**config.mk**
```make
export PLATFORM = sky130hd
export DESIGN_NAME = shift_add_mult_4b
export DESIGN_NICKNAME = d
export VERILOG_FILES = /design/src/rtl/mult_pkg.sv /design/src/rtl/fulladder_4b.sv /design/src/rtl/shift_add_mult_4b.sv
export SDC_FILE = /design/constraint.sdc
export NUM_CORES = 1
export LEC_CHECK = 0
export CAP_MARGIN = 10
export CORE_MARGIN = 2
export CORE_UTILIZATION = 50
export DETAILED_ROUTE_END_ITERATION = 12
export PLACE_DENSITY = 0.77
export SLEW_MARGIN = 15
export SYNTH_ARGS = -nofsm -noshare
export SYNTH_HDL_FRONTEND = slang
export SYNTH_SLANG_ARGS = --single-unit
```
**constraint.sdc**
```tcl
create_clock -name clk -period 3.2 [get_ports clk]
set_input_delay 0.64 -clock clk [delete_from_list [all_inputs] [get_ports clk]]
set_output_delay 0.64 -clock clk [all_outputs]
set_load 0.005 [all_outputs]
```
**src/rtl/mult_pkg.sv**
```systemverilog
// Shared constants and state encoding for the 4x4 shift-and-add multiplier.
package mult_pkg;

  localparam int WIDTH  = 4;
  localparam int PROD_W = 2 * WIDTH;
  localparam int STEPS  = 4;
  localparam int CNT_W  = $clog2(STEPS);

  typedef enum logic [1:0] {
    IDLE = 2'd0,
    CALC = 2'd1,
    DONE = 2'd2
  } state_t;

endpackage

```
**src/rtl/fulladder_4b.sv**
```systemverilog
// 4-bit ripple-carry adder: sum/cout from a + b + cin, purely combinational.
module fulladder_4b (
  input  logic [3:0] a,
  input  logic [3:0] b,
  input  logic       cin,
  output logic [3:0] sum,
  output logic       cout
);

  logic carry;

  // Carry ripples through a procedural variable to keep the chain acyclic.
  always_comb begin
    carry = cin;
    sum   = '0;
    for (int i = 0; i < 4; i++) begin
      sum[i] = a[i] ^ b[i] ^ carry;
      carry  = (a[i] & b[i]) | (carry & (a[i] ^ b[i]));
    end
    cout = carry;
  end

endmodule

```
**src/rtl/shift_add_mult_4b.sv**
```systemverilog
// Sequential 4x4 unsigned multiplier: one adder pass per cycle, start/done handshake.
module shift_add_mult_4b
  import mult_pkg::*;
(
  input  logic              clk,
  input  logic              rst_n,
  input  logic              start,
  input  logic [WIDTH-1:0]  a,
  input  logic [WIDTH-1:0]  b,
  output logic              busy,
  output logic              done,
  output logic [PROD_W-1:0] product
);

  localparam logic [CNT_W-1:0] LAST_STEP = CNT_W'(STEPS - 1);

  state_t             state_q;
  logic [WIDTH-1:0]   m_q;
  logic [WIDTH-1:0]   q_q;
  logic [WIDTH-1:0]   a_q;
  logic [CNT_W-1:0]   count_q;
  logic               busy_q;
  logic               done_q;
  logic [PROD_W-1:0]  product_q;

  logic [WIDTH-1:0]   addend;
  logic [WIDTH-1:0]   s_nxt;
  logic               c_nxt;
  logic [WIDTH-1:0]   a_d;
  logic [WIDTH-1:0]   q_d;

  assign addend = q_q[0] ? m_q : '0;

  fulladder_4b u_add (
    .a    (a_q),
    .b    (addend),
    .cin  (1'b0),
    .sum  (s_nxt),
    .cout (c_nxt)
  );

  // Right shift of {C,A,Q}: the adder carry lands directly in A's MSB, so C
  // is always zero after the shift and needs no storage of its own.
  assign a_d = {c_nxt, s_nxt[WIDTH-1:1]};
  assign q_d = {s_nxt[0], q_q[WIDTH-1:1]};

  always_ff @(posedge clk) begin
    if (!rst_n) begin
      state_q   <= IDLE;
      m_q       <= '0;
      q_q       <= '0;
      a_q       <= '0;
      count_q   <= '0;
      busy_q    <= 1'b0;
      done_q    <= 1'b0;
      product_q <= '0;
    end else begin
      done_q <= 1'b0;
      case (state_q)
        IDLE, DONE: begin
          if (start) begin
            m_q     <= a;
            q_q     <= b;
            a_q     <= '0;
            count_q <= '0;
            busy_q  <= 1'b1;
            state_q <= CALC;
          end else begin
            busy_q  <= 1'b0;
            state_q <= IDLE;
          end
        end
        CALC: begin
          a_q     <= a_d;
          q_q     <= q_d;
          count_q <= count_q + 1'b1;
          if (count_q == LAST_STEP) begin
            product_q <= {a_d, q_d};
            done_q    <= 1'b1;
            busy_q    <= 1'b0;
            state_q   <= DONE;
          end
        end
        default: begin
          busy_q  <= 1'b0;
          state_q <= IDLE;
        end
      endcase
    end
  end

  assign busy    = busy_q;
  assign done    = done_q;
  assign product = product_q;

endmodule

```
### Word-level counts from Yosys, hierarchy flattened

Index checks and enable logic that the tools add are counted.

| word-level totals | value |
|---|---|
| register bits after elaboration | 26 |
| bits of input ports | 11 |
| output and inout bits | 10 |
| logic and storage cells | 52 |

| cells by class | value |
|---|---|
| add/subtract/negate cells | 1 |
| equal/unequal tests | 5 |
| muxes and demuxes | 14 |
| bitwise gates (word level) | 17 |
| reductions and logical operators | 7 |

Operator list:

| cell | count |
|---|---|
| case mux 4 bit (2 select lines) | 2 |
| 2-to-1 mux 4 bit | 3 |
| case mux 2 bit (2 select lines) | 2 |
| AND reduction 2 bit | 4 |
| AND 1 bit | 7 |
| bitwise XOR 1 bit | 7 |
| == test 2 bit (second input constant) | 2 |
| 2-to-1 mux 1 bit | 4 |
| 2-to-1 mux 2 bit | 2 |
| != test 2 bit (second input constant) | 2 |
| bitwise OR 1 bit | 3 |
| adder 2 x 1 -> 2 bit (second input constant) | 1 |
| == test 2 x 1 -> 1 bit (second input constant) | 1 |
| logical NOT 2 bit | 1 |
| case mux 1 bit (2 select lines) | 1 |
| nonzero test 2 bit | 1 |
| OR reduction 2 bit | 1 |

### Longest topological paths before layout

Gate-level depths: netlist (run 1).

| depth | value |
|---|---|
| depth after elaboration | 9 |
| mapped depth | 8 |
| depth with buffers taken out | 8 |

### Cells and area by module

Synthesis (run 1) repeated with hierarchy kept, for this count alone.

| second synthesis, totals | value |
|---|---|
| cell total of the unflattened synthesis | 132 |
| area total of the unflattened synthesis | 1194.9 sq um |

Modules (own cells, without submodules):

| module | times used | cells each | area an instance (sq um) | seq. area each (sq um) |
|---|---|---|---|---|
| shift_add_mult_4b | 1 | 118 | 1077.3 | 520.5 |
| fulladder_4b | 1 | 14 | 117.6 | 0.0 |

### Least setup slack after synthesis (run 1)

OpenSTA, ideal clock, no wires.

| path | value |
|---|---|
| kind | reg-to-reg |
| start point | reg q_q[0] |
| end point | reg a_q[2] |
| library setup time | 0.115 ns |
| arrival time | 2.100 ns |
| data required time | 3.085 ns |
| slack | 0.985 ns |
| cell stages (with the launch flop) | 9 |
| path buffers | 0 |
| period minus slack after synthesis | 2.215 ns |
| cell sequence | dfxtp_1 > and2_1 > ha_1 > inv_1 > fa_1 > fa_1 > fa_1 > nor2_1 > o21a_1 |

| on the way | value |
|---|---|
| cells in the longest elaborated chain, start to end | 8 |
| elaborated cells between the ends (all ways) | 13 |
| those cells by class | 2 x mux; 11 x bitwise |

Ends and longest elaborated chain:

| element | RTL line | text |
|---|---|---|
| start, declared | shift_add_mult_4b.sv:19 | `logic [WIDTH-1:0] q_q;` |
| start signal, assigned | shift_add_mult_4b.sv:75 | `q_q <= q_d;` |
| 2-to-1 mux 4 bit (*) | shift_add_mult_4b.sv:32 | `assign addend = q_q[0] ? m_q : '0;` |
| AND 1 bit or bitwise XOR 1 bit (tied branches) | fulladder_4b.sv:18 | `carry = (a[i] & b[i]) \| (carry & (a[i] ^ b[i]));` |
| AND 1 bit | fulladder_4b.sv:18 |  |
| bitwise OR 1 bit | fulladder_4b.sv:18 |  |
| AND 1 bit | fulladder_4b.sv:18 |  |
| bitwise OR 1 bit | fulladder_4b.sv:18 |  |
| bitwise XOR 1 bit (*) | fulladder_4b.sv:17 | `sum[i] = a[i] ^ b[i] ^ carry;` |
| case mux 4 bit (2 select lines) (*) | shift_add_mult_4b.sv:59 | `case (state_q)` |
| end signal, assigned | shift_add_mult_4b.sv:52 | `a_q <= '0;` |
| end signal, assigned | shift_add_mult_4b.sv:64 | `a_q <= '0;` |
| end signal, assigned | shift_add_mult_4b.sv:74 | `a_q <= a_d;` |
| end, declared | shift_add_mult_4b.sv:20 | `logic [WIDTH-1:0] a_q;` |

Mark *: on every way between the ends. The rest lies on a longest branch, timed or not.
A chain may end at the register's enable or synchronous reset.

### Worst setup path after layout (run 1)

Same ends and word-level chain as after synthesis.

==> impl_metrics.yaml, run 1 <==
global_routing:
  grt_use_total: 0.180
  grt_max_degree: 27
  antenna_found_initial: 0
  grt_pass1_vias: 825
  grt_pass1_wl_microns: 3550
  grt_overflow: 0
critical_path:
  startpoint_type: "flop"
  timing.rr.start: "q_q[0]$_SDFFE_PN0P_"
  r2r-end: "a_q[2]$_SDFFE_PN0P_"
  cp.required_ns: 3.41
  ff2ff_path_depth: 8
  cp.arrival_ns: 2.57
  slowest_delay_ns: 0.51
  r2r_slack_ns: 0.84
  cp_cell_sequence: "and2_1, ha_1, inv_1, fa_1, fa_1, fa_1, nor2_1, o21a_1"
  setup.worst_path.end_class: "flop"
  cp_max_fo: 5
  critical-path-top-delay-family: "adder cells"
  slowest_stage: "fa_1"
  cp_common_cell: "fa_1"
  cp_num_buf_inv: 1
  path_class: "flop to flop"
hold_path:
  min_path_type: "flop to flop"
  min_path_cells: 2
  min_from: "m_q[0]$_SDFFE_PN0P_"
  hold_path_end: "m_q[0]$_SDFFE_PN0P_"
power:
  power.density_nw_per_um2: 422
  p_leak_nw: 0.518
  vdd_drop_max_uv: 271
  power.total_mw: 0.562
floorplan:
  die-area_sq_um: 2610
  core_area_sq_um: 2150
  fp-row-count: 17
  dieHeight_microns: 51.1
  ioPinCount: 21
  die_w_microns: 51.1
  floorplan.initialDensity: 0.516
clocking:
  cts_resized: 0
  cts_buffer_depth: 2
  hold_buffers: 0
  insertion_delay_ns: 0.31
  numCtsBuffers: 3
  cts-root-buf: "clkbuf_4"
  ctsHtreeMaxLevel: 1
  path_clk_slew_ns: 0.13
  cts_tree: "yes"
  cts.sinks: 26
  post-cts-setup-buffers: 0
yosys:
  synth-seq-cells: 26
  syn_area_sq_um: 1110
  avgSynthCellArea_sq_um: 9.47
  ys_types: 25
  synth_cells: 117
  yosysWarningCount: 0
  synthesis.nets: 133
  seq_area_frac_synth: 0.470
sta:
  report.final.slew_viol_count: 0
  setup_ws_ns: 0.838
  hold_viol: 0
  finalSetupViolations: 0
  min_period_ns: 2.36
  tightest_slew_ns: 0.821
  fin_setup_tns_ns: 0
  clock_skew_ns: 0.00671
  rsz0062_at_grt: "no"
  max_slew_margin: 0.451
  max_freq_mhz: 423
  fin_crit_sh: 0.738
placement:
  place_hpwl_microns: 1430
  portBuffers: 20
  dp.cells: 157
  dp_slack_ns: 0.875
  gp_congestion: 0.769
layout:
  most-common-layout-cells: "26 x dfxtp_1, 20 x clkdlybuf4s50_1, 18 x nand2_1"
  nFillCells: 185
  syn_to_final_growth_pct: 20.3
  layoutNonFillerInstCount: 161
  drive_above_1_share: 0.0301
  nNetsFinal: 150
  diodes: 0
  final_common_cell: "dfxtp_1"
  post-route-util: 0.621
detailed_routing:
  first_pass_iters: 4
  routedWlPerCell_microns: 12.6
  viasPerCell: 5.16
  vias: 831
  wl_microns: 2030
  dr.first_iter.drc_count: 9
  ant_nets: 0
  drc_errors: 0
job:
  drv_cap: 0
outcome:
  status: "completed"
==> state kept, by name, indices dropped and copies added, names as in the netlist <==
name,flops
done,1
state_q,2
count_q,2
a_q,4
busy,1
m_q,4
q_q,4
product,8
==> stage by stage <==
step / cell area, sq um / hold slack (ns)
2_1_floorplan: 1110 / 0.430
3_3_place_gp: 1300 / 0.440
3_5_place_dp: 1300 / 0.449
4_1_cts: 1330 / 0.466
5_1_grt: 1330 / 0.481
6_report: 1330 / 0.463
==> worst register-to-register path: cells and delay by family (launching register included) <==
| family | cells | cell delay (ns) |
|---|---|---|
| flip-flops | 1 | 0.40 |
| AO/OA/AOI/OAI | 1 | 0.19 |
| AND/OR/NAND/NOR | 2 | 0.19 |
| adder cells (fa/ha/maj) | 4 | 1.42 |
| buffers and inverters | 1 | 0.05 |
==> where the power goes <==
part	switching [mW]	internal [mW]	total, mW	leakage [nW]
clock network	0.0905	0.0695	0.160	0.0210
logic	0.0298	0.0280	0.0578	0.286
registers	0.00870	0.336	0.345	0.212
total	0.129	0.433	0.562	0.518
==> layer usage <==
| layer | wire (microns) | up-vias | part of all wire | track usage |
|---|---|---|---|---|
| met5 | 0 | - | 0 | 0 |
| met4 | 18 | 0 | 0.0089 | 0.0676 |
| met3 | 59 | 4 | 0.029 | 0.0322 |
| met2 | 948 | 14 | 0.47 | 0.307 |
| met1 | 1010 | 392 | 0.49 | 0.226 |
| li1 | - | 421 | - | - |
==> kinds of logic after synthesis <==
family | after synthesis | share of synthesized area
flops | 26 | 0.470
fa+ha+maj | 5 | 0.0767
mux | 4 | 0.0361
compound gates | 21 | 0.149
buf+inv | 12 | 0.0553
simple gates | 49 | 0.213
==> worst max-delay path by stage <==
stage,from,end,slack (ns),cells after the start
after floorplan,q_q[0]$_SDFFE_PN0P_,a_q[2]$_SDFFE_PN0P_,0.99,8
after global placement,q_q[0]$_SDFFE_PN0P_,a_q[2]$_SDFFE_PN0P_,0.94,8
after detailed placement,q_q[0]$_SDFFE_PN0P_,a_q[2]$_SDFFE_PN0P_,0.87,8
after CTS,q_q[0]$_SDFFE_PN0P_,a_q[2]$_SDFFE_PN0P_,0.84,8
after global routing,q_q[0]$_SDFFE_PN0P_,a_q[2]$_SDFFE_PN0P_,0.70,8
final,q_q[0]$_SDFFE_PN0P_,a_q[2]$_SDFFE_PN0P_,0.84,8
==> cells in the mapped netlist, drive strengths merged <==
library cell | count | area [sq um]
dfxtp | 26 | 521
nand2 | 18 | 67.6
nor2 | 8 | 30.0
a21boi | 6 | 45.0
buf | 6 | 38.8
nor2b | 6 | 37.5
nor3 | 6 | 30.0
o21a | 5 | 37.5
and2 | 4 | 25.0
inv | 4 | 15.0
mux2i | 4 | 40.0
o211a | 4 | 40.0
fa | 3 | 60.1
o221ai | 3 | 26.3
and3 | 2 | 12.5
clkbuf | 2 | 7.51
ha | 2 | 25.0
nand2b | 2 | 12.5
o21ai | 2 | 10.0
a31oi | 1 | 6.26
and3b | 1 | 8.76
nand3 | 1 | 5.00
nand3b | 1 | 7.51
==> layout make-up <==
type	count	area, sq um	area share
multi-input cells	79	527	0.395
flip-flops and latches	26	520	0.390
repair buffers	20	200	0.150
clock buffers	4	36.3	0.0272
well taps	28	35.0	0.0263
inverters	4	15.0	0.0113
Note: power is estimated with default switching activity, not from simulation.
==> run 2: changes to the inputs <==
Settings changed: CORE_UTILIZATION 50 to 45, PLACE_DENSITY 0.77 to 0.73.
Clock period 3.2 ns to 1.91 ns, I/O delays scaled along.
==> run 2 against run 1 <==
  * The run now ends with negative setup slack left
  * Final area rose by 5.1%
  * Sequential power rose by 67%
  * Clock power rose by 73%
  * Sequential share of layout area fell by 1.7 points
  * Register-to-register slack got worse by 1.1 ns
  * Die area rose by 10%
  * Setup slack got worse by 1.1 ns
  * Global-route usage rose by 0.14 points
  * Critical path depth did not move
  * Final cell count rose by 3.7%
  * Critical endpoint unchanged
  * Largest power group unchanged
==> impl_metrics.yaml, run 2 (synthesized netlist as in run 1, its figures left out) <==
detailed_routing:
  routedWlPerCell_microns: 12.8
  drc_errors: 0
  dr.first_iter.drc_count: 10
  first_pass_iters: 3
  wl_microns: 2140
  ant_nets: 0
  viasPerCell: 5.05
  vias: 843
critical_path:
  path_class: "flop to flop"
  ff2ff_path_depth: 8
  cp_max_fo: 2
  cp.required_ns: 2.15
  setup.worst_path.end_class: "flop"
  cp.arrival_ns: 2.42
  startpoint_type: "flop"
floorplan:
  floorplan.initialDensity: 0.487
  die-area_sq_um: 2880
  dieHeight_microns: 53.6
  die_w_microns: 53.6
  fp-row-count: 17
  core_area_sq_um: 2280
  ioPinCount: 21
sta:
  max_slew_margin: 0.656
  max_freq_mhz: 458
  clock_skew_ns: 0.00969
  min_period_ns: 2.18
  fin_crit_sh: 1.14
  tightest_slew_ns: 0.514
  setup_ws_ns: -0.273
  hold_slack_ns: 0.471
  report.final.slew_viol_count: 0
  finalSetupViolations: 4
  rsz0062_at_grt: "yes"
  hold_viol: 0
  fin_setup_tns_ns: -0.625
power:
  power.density_nw_per_um2: 690
  power.total_mw: 0.967
  p_leak_nw: 0.551
  vdd_drop_max_uv: 530
placement:
  dp_slack_ns: -0.255
  portBuffers: 20
  place_hpwl_microns: 1480
  gp_congestion: 0.750
clocking:
  path_clk_slew_ns: 0.14
  hold_buffers: 0
  insertion_delay_ns: 0.32
  cts-root-buf: "clkbuf_4"
  cts_tree: "yes"
  ctsHtreeMaxLevel: 1
  cts_buffer_depth: 2
  numCtsBuffers: 3
  cts.sinks: 26
  post-cts-setup-buffers: 0
job:
  drv_cap: 0
layout:
  regArea_sq_um: 523
  drive_above_1_share: 0.122
  final_common_cell: "dfxtp_1"
  nNetsFinal: 156
  diodes: 0
  multiInputGateArea_sq_um: 547
  nFillCells: 191
  syn_to_final_growth_pct: 26.4
  largest_register_ffs: 8
  most-common-layout-cells: "24 x dfxtp_1, 20 x clkdlybuf4s50_1, 18 x nand2_1"
outcome:
  violations: "negative setup slack"
  status: "complete, but fails checks"
hold_path:
  min_path_type: "flop to flop"
  min_path_cells: 2
global_routing:
  grt_overflow: 0
  grt_pass1_vias: 820
  grt_max_degree: 19
  antenna_found_initial: 0
  grt_use_total: 0.181
  grt_pass1_wl_microns: 3720
==> run 2: final cells by class <==
class / instances / share of cell area
sequential: 26 / 0.373
clock buffer: 4 / 0.0259
multi-input combinational: 79 / 0.390
timing repair buffer: 26 / 0.175
inverter: 4 / 0.0107
tap: 28 / 0.0250
==> run 2: through the flow <==
step,cell area (sq um),instances,utilization
6_report,1400,167,0.616
5_1_grt,1400,167,0.616
4_1_cts,1400,167,0.616
3_5_place_dp,1350,163,0.593
3_3_place_gp,1350,163,0.593
2_1_floorplan,1110,117,-
==> run 2: path summary, 6_finish.rpt <==
path / startpoint / end / slack [ns]
max: q_q[0]$_SDFFE_PN0P_ / a_q[2]$_SDFFE_PN0P_ / -0.27
min: m_q[0]$_SDFFE_PN0P_ / m_q[0]$_SDFFE_PN0P_ / 0.47
max reg2reg: q_q[0]$_SDFFE_PN0P_ / a_q[2]$_SDFFE_PN0P_ / -0.27
min reg2reg: m_q[0]$_SDFFE_PN0P_ / m_q[0]$_SDFFE_PN0P_ / 0.47
==> run 2: metal layers <==
metal | track usage | vias up | share of wire
met5 | 0 | - | 0
met4 | 0.0769 | 0 | 0.014
met3 | 0.0250 | 4 | 0.025
met2 | 0.300 | 11 | 0.48
met1 | 0.237 | 396 | 0.48
li1 | - | 432 | -
==> run 2: timing repair <==
item / CTS / global route
pin swaps: 1 / 0
resized for setup: 5 / 0
endpoints found under the setup margin: 4 / 4
==> run 2: critical path, cell delays in order, from the launching register on <==
cell     delay (ns)
dfxtp_2        0.36
and2_4         0.15
ha_4           0.12
inv_2          0.03
fa_2           0.33
fa_2           0.34
fa_1           0.51
nor2_1         0.06
o21a_1         0.19
==> run 2: power by group <==
group | total [mW] | leakage, nW | switching (mW) | internal, mW
logic | 0.113 | 0.317 | 0.0552 | 0.0580
clock network | 0.277 | 0.0210 | 0.160 | 0.117
registers | 0.577 | 0.212 | 0.0137 | 0.564
total | 0.967 | 0.551 | 0.229 | 0.738
